==> config.mk <==
export PLATFORM = sky130hd
export DESIGN_NAME = nibble_seq_add
export DESIGN_NICKNAME = d
export VERILOG_FILES = /design/src/rtl/nibble_seq_add.sv
export SDC_FILE = /design/constraint.sdc
export NUM_CORES = 1
export LEC_CHECK = 0
export ABC_AREA = 1
export ABC_CLOCK_PERIOD_IN_PS = 1600
export BUFFER_PORTS_ARGS = -buffer_cell sky130_fd_sc_hd__buf_4
export CELL_PAD_IN_SITES_DETAIL_PLACEMENT = 0
export CELL_PAD_IN_SITES_GLOBAL_PLACEMENT = 1
export CORE_MARGIN = 1.5
export CORE_UTILIZATION = 35
export CTS_BUF_LIST = sky130_fd_sc_hd__clkbuf_4
export DETAILED_ROUTE_END_ITERATION = 10
export PLACE_DENSITY_LB_ADDON = 0.3
export SYNTH_ARGS = -nofsm -noshare
export SYNTH_HDL_FRONTEND = slang
export SYNTH_SLANG_ARGS = --single-unit
==> constraint.sdc <==
create_clock -name clk -period 1.6 [get_ports clk]
set_input_delay 0.16 -clock clk [delete_from_list [all_inputs] [get_ports clk]]
set_output_delay 0.16 -clock clk [all_outputs]
set_load 0.005 [all_outputs]
==> src/rtl/nibble_seq_add.sv <==
// Multi-nibble adder/subtractor that reuses one external 4-bit adder.
// It processes one nibble per clock, starting with the least significant nibble.
// Handshake: a transfer happens on a rising edge where valid and ready are both 1.
// The producer holds its payload stable while valid=1 and ready=0.
module nibble_seq_add #(
  parameter int NIBBLES = 4,
  parameter int W = 4 * NIBBLES
) (
  input  logic         clk,
  input  logic         rst,
  input  logic         in_valid,
  output logic         in_ready,
  input  logic [W-1:0] op_a,
  input  logic [W-1:0] op_b,
  input  logic         cin,
  input  logic         sub,
  output logic [3:0]   add_a,
  output logic [3:0]   add_b,
  output logic         add_cin,
  input  logic [3:0]   add_sum,
  input  logic         add_cout,
  output logic         out_valid,
  input  logic         out_ready,
  output logic [W-1:0] result,
  output logic         cout,
  output logic         ovf
);

  localparam int IW = (NIBBLES > 1) ? $clog2(NIBBLES) : 1;

  localparam logic [1:0] IDLE = 2'd0;
  localparam logic [1:0] RUN  = 2'd1;
  localparam logic [1:0] DONE = 2'd2;

  logic [1:0]    state;
  logic [IW-1:0] idx;
  logic [W-1:0]  a_reg;
  logic [W-1:0]  b_reg;
  logic          carry;
  logic          last_nibble;

  assign last_nibble = (idx == IW'(NIBBLES - 1));
  assign in_ready    = (state == IDLE);
  assign out_valid   = (state == DONE);

  always_comb begin
    add_a   = 4'd0;
    add_b   = 4'd0;
    add_cin = 1'b0;
    if (state == RUN) begin
      add_a   = a_reg[4*idx +: 4];
      add_b   = b_reg[4*idx +: 4];
      add_cin = carry;
    end
  end

  always_ff @(posedge clk) begin
    if (rst) begin
      state  <= IDLE;
      idx    <= '0;
      carry  <= 1'b0;
      a_reg  <= '0;
      b_reg  <= '0;
      result <= '0;
      cout   <= 1'b0;
      ovf    <= 1'b0;
    end else begin
      case (state)
        IDLE: begin
          if (in_valid) begin
            // Subtraction is A + ~B + 1, so the inverted operand and a forced carry are stored.
            a_reg <= op_a;
            b_reg <= sub ? ~op_b : op_b;
            carry <= sub ? 1'b1 : cin;
            idx   <= '0;
            state <= RUN;
          end
        end
        RUN: begin
          result[4*idx +: 4] <= add_sum;
          carry              <= add_cout;
          if (last_nibble) begin
            idx   <= '0;
            cout  <= add_cout;
            ovf   <= (a_reg[W-1] == b_reg[W-1]) && (add_sum[3] != a_reg[W-1]);
            state <= DONE;
          end else begin
            idx <= idx + 1'b1;
          end
        end
        DONE: begin
          if (out_ready) state <= IDLE;
        end
        default: state <= IDLE;
      endcase
    end
  end

endmodule

Yosys cells after proc, flatten, opt, wreduce, memory -nomap -nowiden
Index checks and enable logic that the tools add are counted.
{ "classes": {"shifts": 4, "reduce_logical": 7, "eq_ne": 8, "bitwise": 1, "addsub": 2, "mux": 15} }
{ "op_table": {"columns": ["op", "count"], "rows": [
  ["negation 4 -> 34 bit", 1],
  ["variable shift 4 x 34 -> 16 bit, first input constant", 1],
  ["indexed part select 4 x 34 -> 16 bit", 1],
  ["indexed part select 16 x 5 -> 4 bit", 2],
  ["bitwise mux 16 bit", 1],
  ["two-way mux 16 bit", 1],
  ["inverter 16 bit", 1],
  ["two-way mux 2 bit", 5],
  ["two-way mux 4 bit", 2],
  ["one-hot mux 2 bit (3 select lines)", 1],
  ["AND reduction 2 bit", 3],
  ["equality test 2 bit, second input constant", 2],
  ["inequality test 2 bit, second input constant", 2],
  ["one-hot mux 2 bit (2 select lines)", 1],
  ["two-way mux 1 bit", 3],
  ["AND reduction 3 bit", 1],
  ["adder 2 x 1 -> 2 bit, second input constant", 1],
  ["equality test 2 x 1 -> 1 bit, second input constant", 1],
  ["zero test 2 bit", 1],
  ["inequality test 2 x 1 -> 1 bit, second input constant", 1],
  ["one-hot mux 1 bit (2 select lines)", 1],
  ["nonzero test 2 bit", 1],
  ["equality test 1 bit", 1],
  ["logical AND 1 bit", 1],
  ["inequality test 1 bit", 1]
]} }
{ "totals": {"wordCells": 45, "reg_bits": 55} }

Logic depth before layout (Yosys ltp)
Gate-level depths: netlist (run 1).
{ "depth": {"ltp_word": 3, "ltp_mapped": 9, "ltp_nobuf": 7} }

Worst setup path after synthesis (run 1)
Ideal clock, no wire load.
{ "synth_timing": {"path_type": "reg2reg", "from": "register idx[0]", "to": "register result[13]", "arrival_ns": 1.566, "setup_ns": 0.072, "synth_period_minus_slack_ns": 1.637, "path_stages_with_launch": 8, "n_path_buf": 1, "path_slack_ns": -0.037, "required_time_ns": 1.528, "cell_sequence": "dfxtp_1 inv_2 clkbuf_1 ha_1 or2_2 nor2_2 nand2_1 a21oi_1"} }
{ "synth_via": {"elab_chain_len": 3, "elab_cells_between_ends": 4, "cone_classes": "1 x add/sub; 2 x shift; 1 x mux"} }
{ "synth_rtl": {"columns": ["item", "line", "source"], "rows": [
  ["start, declared", "36", "logic [IW-1:0] idx;"],
  ["start signal, assigned", "88", "idx <= idx + 1'b1;"],
  ["negation 4 -> 34 bit *", "80", "result[4*idx +: 4] <= add_sum;"],
  ["indexed part select 4 x 34 -> 16 bit or variable shift 4 x 34 -> 16 bit (tied branches)", "80", null],
  ["bitwise mux 16 bit *", "80", null],
  ["end signal, assigned by index", "80", null],
  ["end, declared", "24", "output logic [W-1:0] result,"]
]} }
Mark *: on every way between the ends. The rest lies on a longest branch, timed or not.
A chain may end at the register's enable or synchronous reset.

Worst setup path in the final report (run 1)
{ "layout_timing": {"from": "register idx[0]", "to": "output add_b[1]"} }
{ "layout_via": {"elab_chain_len": 2} }
{ "layout_rtl": {"columns": ["item", "line", "source"], "rows": [
  ["indexed part select 16 x 5 -> 4 bit", "52", "add_b = b_reg[4*idx +: 4];"],
  ["two-way mux 4 bit", "50", "if (state == RUN) begin"],
  ["end, declared", "18", "output logic [3:0] add_b,"]
]} }
No other way between the ends.

==> impl_metrics.csv, run 1 <==
group,metric,value,unit
synth,syn_area_per_cell,7.25,um2
run,cap_viol_max_count,0,
critical_path,cp_max_fo,5,
placed_design,gp_congestion,0.802,
floorplan,core_area,7370,um2
floorplan,initial_core_util,36.7,%
critical_path,required,1.44,ns
critical_path,crit_buf_inv,2,
final_layout,nets,495,
timing,max_freq,0.602,GHz
floorplan,dieArea,8260,um2
synth,synth_area_leader_cell,"dfxtp_1",
final_layout,layout_common_cells,"buf_4 (84), nand2_1 (74), nor2_1 (67)",
timing,skew,0.0107,ns
synth,ys_seq_area_share,40.7,%
final_layout,nFillCells,777,
grt,track_usage,16.1,%
synth,synth_top_area_share,40.7,%
grt,antenna_found_initial,0,
synth,syn_inst,373,
grt,grt_pass1_wl,10800,um
clock_network,clkSinkCount,55,
routing,drt-total-wl,6750,um
final_layout,fin_area,3540,um2
routing,wl_met1,3300,um
synth,synth-xor-area-share,5.18,%
critical_path,worstPathArrival,1.50,ns
synth,synth_top_family_by_area,"simple AND/OR/NAND/NOR gates",
timing,period_share,104,%
clock_network,clk_latency,0.37,ns
synth,ys_top_cells_by_area,"dfxtp_1 (41%), nor2_1 (11%), nand2_1 (10%)",
routing,wl_met2,3060,um
timing,period_needed,1.66,ns
status,violations,"setup timing",
routing,wl_met3,349,um
grt,grt_pass1_vias,2263,
critical_path,cp.depth,6,
synth,synthMuxAreaShare,0,%
routing,vias_per_cell,4.61,
critical_path,cpPeakStageDelay,0.44,ns
power,p_leak,1.52,nW
clock_network,cts-htree-levels,2,
routing,routed.top_layer,"met4",
timing,hold_ws,0.0168,ns
clock_network,clk_path_buf_depth,2,
placed_design,dpl.hpwl,4770,um
grt,grt_max_degree,34,
final_layout,multi_input_area,1430,um2
clock_network,cts_tree,"done",
timing,tightest_slew,0.451,ns
hold_path,min_path_cells,3,
synth,synth.distinct_cells,27,
timing,slew_violations,0,
routing,dr.pass1.iters,5,
final_layout,seq_area,1110,um2
power,peakVddDrop,0.280,mV
synth,syn_nets,421,
critical_path,path_cells,"clkbuf_16 > nor2_2 > nor2_1 > o21ai_1 > a21oi_1 > buf_4",
timing,worst_slack,-0.0601,ns
routing,antenna_left,0,
timing,slew_headroom,70.0,%
clock_network,ctsHoldBuffers,0,
power,powerDensity,778,nW/um2
floorplan,placementRows,31,
critical_path,worst_path_max_delay_cell,"dfxtp_4",
placed_design,dpl-instance-area,3330,um2
clock_network,cts-root-buf,"clkbuf_4",
synth,synth_adder_area_share,2.31,%
placed_design,portBuffers,71,
critical_path,worstSetupPathType,"reg2out",
clock_network,cts_buffers,5,
timing,setup_viol,8,
floorplan,io_pins,72,
final_layout,final_common_cell,"buf_4",
critical_path,end_kind,"output port",
synth,synth-simple-area-share,25.7,%
critical_path,cpLargestDelayFamily,"flip-flops",
routing,drc_errors,0,
routing,vias,2522,
final_layout,antennaDiodeCount,0,
routing,wl_per_cell,12.3,um
hold_path,hold_class,"in2reg",
grt,grt_overflow_total,0,
synth,yosysWarnings,0,
floorplan,fp.dieH,90.9,um
final_layout,drive_gt1_share,31.7,%
clock_network,clk_pin_slew,0.15,ns
synth,syn_area,2700,um2
floorplan,die_w,90.9,um
routing,drt_iter0_markers,125,
synth,synth_compound_area_share,17.1,%
timing,rsz0062_at_grt,"yes",
final_layout,syn_to_final_growth,31.0,%
critical_path,startpoint_type,"flop",
synth,yosys_register_bits,55,
critical_path,reg2regPathDepth,7,
timing,final_hold_viol_count,0,
status,outcome,"finished with violations",
worst paths after layout:
| path | from | endpoint | slack, ns |
|---|---|---|---|
| max | idx[0] | add_b[1] | -0.06 |
| min | op_a[1] | a_reg[1] | 0.02 |
| min reg2reg | result[2] | result[2] | 0.46 |
| max reg2reg | idx[0] | result[15] | 0.11 |
cells in the mapped netlist:
library cell	count
xor2_1	16
buf_6	4
nand3_1	8
nor3_1	4
buf_8	2
nor2_4	1
clkbuf_1	4
and3_1	1
nand2_4	1
a21oi_1	28
buf_1	3
nand3_2	2
a21oi_2	15
buf_4	2
o211ai_1	2
or2_2	1
nand2_1	75
inv_6	1
o21ai_0	35
inv_1	20
buf_2	6
nor2_2	1
inv_2	2
dfxtp_1	55
nor2_1	78
clkbuf_2	1
ha_1	5
through the flow:
step / total power [W] / TNS, ns / util (%) / worst slack [ns] / cells
after floorplan: 0.00189 / 0 / - / 0.0106 / 373
after detailed placement: 0.00210 / 0 / 45.1 / 0.0816 / 535
final: 0.00276 / -0.268 / 48.1 / -0.0601 / 547
after CTS: 0.00273 / -0.330 / 46.1 / -0.0544 / 543
after global placement: 0.00209 / 0 / 45.1 / 0.113 / 535
after global routing: 0.00292 / -1.02 / 48.1 / -0.147 / 547
kinds of logic after synthesis:
family / count (synthesis)
and+or+nand+nor: 172
AOI/OAI and AO/OA: 80
DFF: 55
buffers and inverters: 45
xor gates and xnor gates: 16
adders and majority gates: 5
power breakdown:
| part | switching (W) | internal (W) | total [W] |
|---|---|---|---|
| Combinational | 0.000325 | 0.000294 | 0.000619 |
| Clock | 0.000423 | 0.000206 | 0.000629 |
| Sequential | 0.0000545 | 0.00145 | 0.00151 |
cell type report:
class | count | area share (%)
timing repair buffer | 89 | 20.7
sequential | 55 | 31.3
multi-input combinational | 273 | 40.3
tap | 99 | 3.50
clock buffer | 7 | 1.48
clock inverter | 1 | 0.141
inverter | 23 | 2.65
routing by layer:
layer	vias up	track usage, %
met5	-	0
met4	0	4.30
met3	5	3.28
li1	1325	-
met1	1135	21.7
met2	57	25.9
timing repair:
item,4_1_cts,5_1_grt
resized for setup,10,30
setup buffers,0,2
cloned,0,2
endpoints found under the setup margin,9,17
pin swaps,3,10
tightest hold or removal path: cells and delay by family:
kind / cells / cell delay (ns)
buffers and inverters: 1 / 0.07
AO/OA/AOI/OAI: 1 / 0.07
AND/OR/NAND/NOR: 1 / 0.07
(Power assumes the default switching activity.)
==> inputs of run 2 (changes only) <==
--- a/config.mk
+++ b/config.mk
@@ -8,13 +8,12 @@
 export ABC_AREA = 1
 export ABC_CLOCK_PERIOD_IN_PS = 1600
 export BUFFER_PORTS_ARGS = -buffer_cell sky130_fd_sc_hd__buf_4
-export CELL_PAD_IN_SITES_DETAIL_PLACEMENT = 0
-export CELL_PAD_IN_SITES_GLOBAL_PLACEMENT = 1
 export CORE_MARGIN = 1.5
-export CORE_UTILIZATION = 35
+export CORE_UTILIZATION = 49
 export CTS_BUF_LIST = sky130_fd_sc_hd__clkbuf_4
 export DETAILED_ROUTE_END_ITERATION = 10
 export PLACE_DENSITY_LB_ADDON = 0.3
 export SYNTH_ARGS = -nofsm -noshare
 export SYNTH_HDL_FRONTEND = slang
 export SYNTH_SLANG_ARGS = --single-unit
+export TNS_END_PERCENT = 10
==> run 2 against run 1 <==
The flow now finishes without violations. Final area down 4.8%. Total power down 4.4%. Critical path depth unchanged. First-iteration DRC count up 4.0%. Global-route usage up 5.2 points. Sequential power about the same. Via count up 1.3%. Non-clock buffer count down 6. Final cell count down 6.8%. Routed wire length down 9.7%. Register-to-register slack worse by 0.04 ns. Hold slack better by 0.012 ns. Critical path type unchanged. Critical endpoint is now add_b[2]. Largest power group unchanged.
==> impl_metrics.csv, run 2 (synthesized netlist as in run 1, its figures left out) <==
group,metric,value,unit
routing,drt-total-wl,6100,um
timing,skew,0.00420,ns
routing,wl_met2,2860,um
power,power_frac_seq,57.0,%
clock_network,clk_pin_slew,0.14,ns
clock_network,cts_tree,"done",
critical_path,required,1.44,ns
clock_network,cts-root-buf,"clkbuf_4",
critical_path,cpLargestDelayFamily,"flip-flops",
timing,final_hold_viol_count,0,
final_layout,layout_common_cells,"buf_4 (80), nor2_1 (78), nand2_1 (74)",
critical_path,worstPathArrival,1.43,ns
timing,slew_violations,0,
grt,grt_pass1_wl,10300,um
timing,worst_slack,0.00579,ns
final_layout,drive_gt1_share,27.7,%
routing,drc_errors,0,
routing,dr.pass1.iters,4,
floorplan,placementRows,26,
power,p_int,0.00189,W
grt,grt_overflow_total,0,
placed_design,gp_congestion,0.858,
power,swShare,28.3,%
critical_path,path_cells,"buf_12 > nor2_1 > nor2_1 > o21ai_1 > a21oi_2 > buf_4",
clock_network,clk_latency,0.37,ns
power,p_leak,1.47,nW
grt,antenna_found_initial,0,
grt,grt_pass1_vias,2350,
routing,routed.top_layer,"met4",
power,peakVddDrop,0.461,mV
status,outcome,"finished clean",
timing,hold_ws,0.0283,ns
critical_path,startpoint_type,"flop",
floorplan,dieArea,5970,um2
final_layout,antennaDiodeCount,0,
hold_path,hold_class,"in2reg",
timing,max_freq,0.627,GHz
routing,antenna_left,0,
floorplan,fp.dieH,77.3,um
clock_network,clk_path_buf_depth,2,
power,power_switching,0.000745,W
placed_design,place_ws,0.103,ns
timing,setup_viol,0,
final_layout,multi_input_area,1370,um2
power,combPwrFrac,21.5,%
routing,wl_per_cell,12.0,um
final_layout,syn_to_final_growth,24.7,%
floorplan,die_w,77.3,um
routing,vias_per_cell,5.01,
floorplan,io_pins,72,
placed_design,portBuffers,71,
timing,period_needed,1.59,ns
critical_path,cpPeakStageDelay,0.42,ns
routing,vias,2555,
timing,tightest_slew,0.557,ns
critical_path,end_kind,"output port",
power,p_clk_share,21.4,%
clock_network,cts-htree-levels,2,
floorplan,core_area,5200,um2
final_layout,nets,489,
final_layout,nFillCells,494,
routing,drt_iter0_markers,130,
timing,period_share,99.6,%
timing,slew_headroom,62.8,%
routing,wl_met1,2780,um
critical_path,crit_top_cell,"nor2_1",
final_layout,seq_area,1110,um2
clock_network,post_cts_buffers,0,
power,powerDensity,781,nW/um2
grt,track_usage,21.3,%
grt,grt_max_degree,34,
floorplan,initial_core_util,51.9,%
routing,wl_met3,388,um
critical_path,worstSetupPathType,"reg2out",
run,cap_viol_max_count,0,
clock_network,cts_buffers,5,
timing,rsz0062_at_grt,"yes",
clock_network,clkSinkCount,55,
critical_path,cp_max_fo,11,
critical_path,crit_buf_inv,2,
critical_path,worst_path_max_delay_cell,"dfxtp_4",
final_layout,final_common_cell,"buf_4",
placed_design,dpl.hpwl,4470,um
==> run 2: worst min-delay path, delay by kind of cell <==
| kind | cells | cell delay, ns |
|---|---|---|
| AOI/OAI and AO/OA | 1 | 0.07 |
| and+or+nand+nor | 1 | 0.07 |
| buffers and inverters | 1 | 0.07 |
==> run 2: per-layer routing <==
layer / vias up / global-route usage, %
li1: 1319 / -
met1: 1154 / 26.9
met2: 77 / 35.8
met3: 5 / 5.12
met4: 0 / 6.55
met5: - / 0
==> run 2: area by class of cell <==
| class | instances | share of cell area (%) |
|---|---|---|
| Clock buffer | 6 | 1.34 |
| Inverter | 23 | 2.78 |
| Multi-Input combinational cell | 273 | 40.7 |
| Sequential cell | 55 | 33.0 |
| Tap cell | 70 | 2.60 |
| Timing Repair Buffer | 83 | 19.6 |
==> run 2: repair_timing <==
action / CTS / global route
cloned: 0 / 1
setup endpoints to repair: 9 / 12
hold buffers: 0 / 0
pin swaps: 2 / 0
gates resized for setup: 23 / 4
==> run 2: power groups by stage <==
| stage | Combinational [W] | Sequential [W] | Clock [W] |
|---|---|---|---|
| detailed placement | 0.000542 | 0.00153 | 0 |
| CTS | 0.000556 | 0.00150 | 0.000583 |
| floorplan | 0.000375 | 0.00152 | 0 |
| finish | 0.000567 | 0.00150 | 0.000565 |
| global route | 0.000638 | 0.00151 | 0.000630 |
| global placement | 0.000533 | 0.00153 | 0 |
==> run 2: final timing paths <==
kind	depth (start not counted)	end	slack, ns	startpoint
worst max-delay path	6	add_b[2]	0.006	idx[0]
worst min-delay path	3	a_reg[2]	0.03	op_a[2]
worst max register to register	6	result[12]	0.07	idx[0]
worst min register to register	2	result[2]	0.46	result[2]
==> run 2: metrics by stage <==
step	cells	power (W)	utilization (%)	TNS, ns	instance area, um2
2_1_floorplan	373	0.00189	-	0	2710
3_3_place_gp	503	0.00206	62.5	0	3260
6_report	510	0.00263	64.8	0	3370
5_1_grt	510	0.00278	64.8	-0.567	3370
3_5_place_dp	503	0.00207	62.5	0	3260
4_1_cts	509	0.00264	64.1	-0.0242	3340
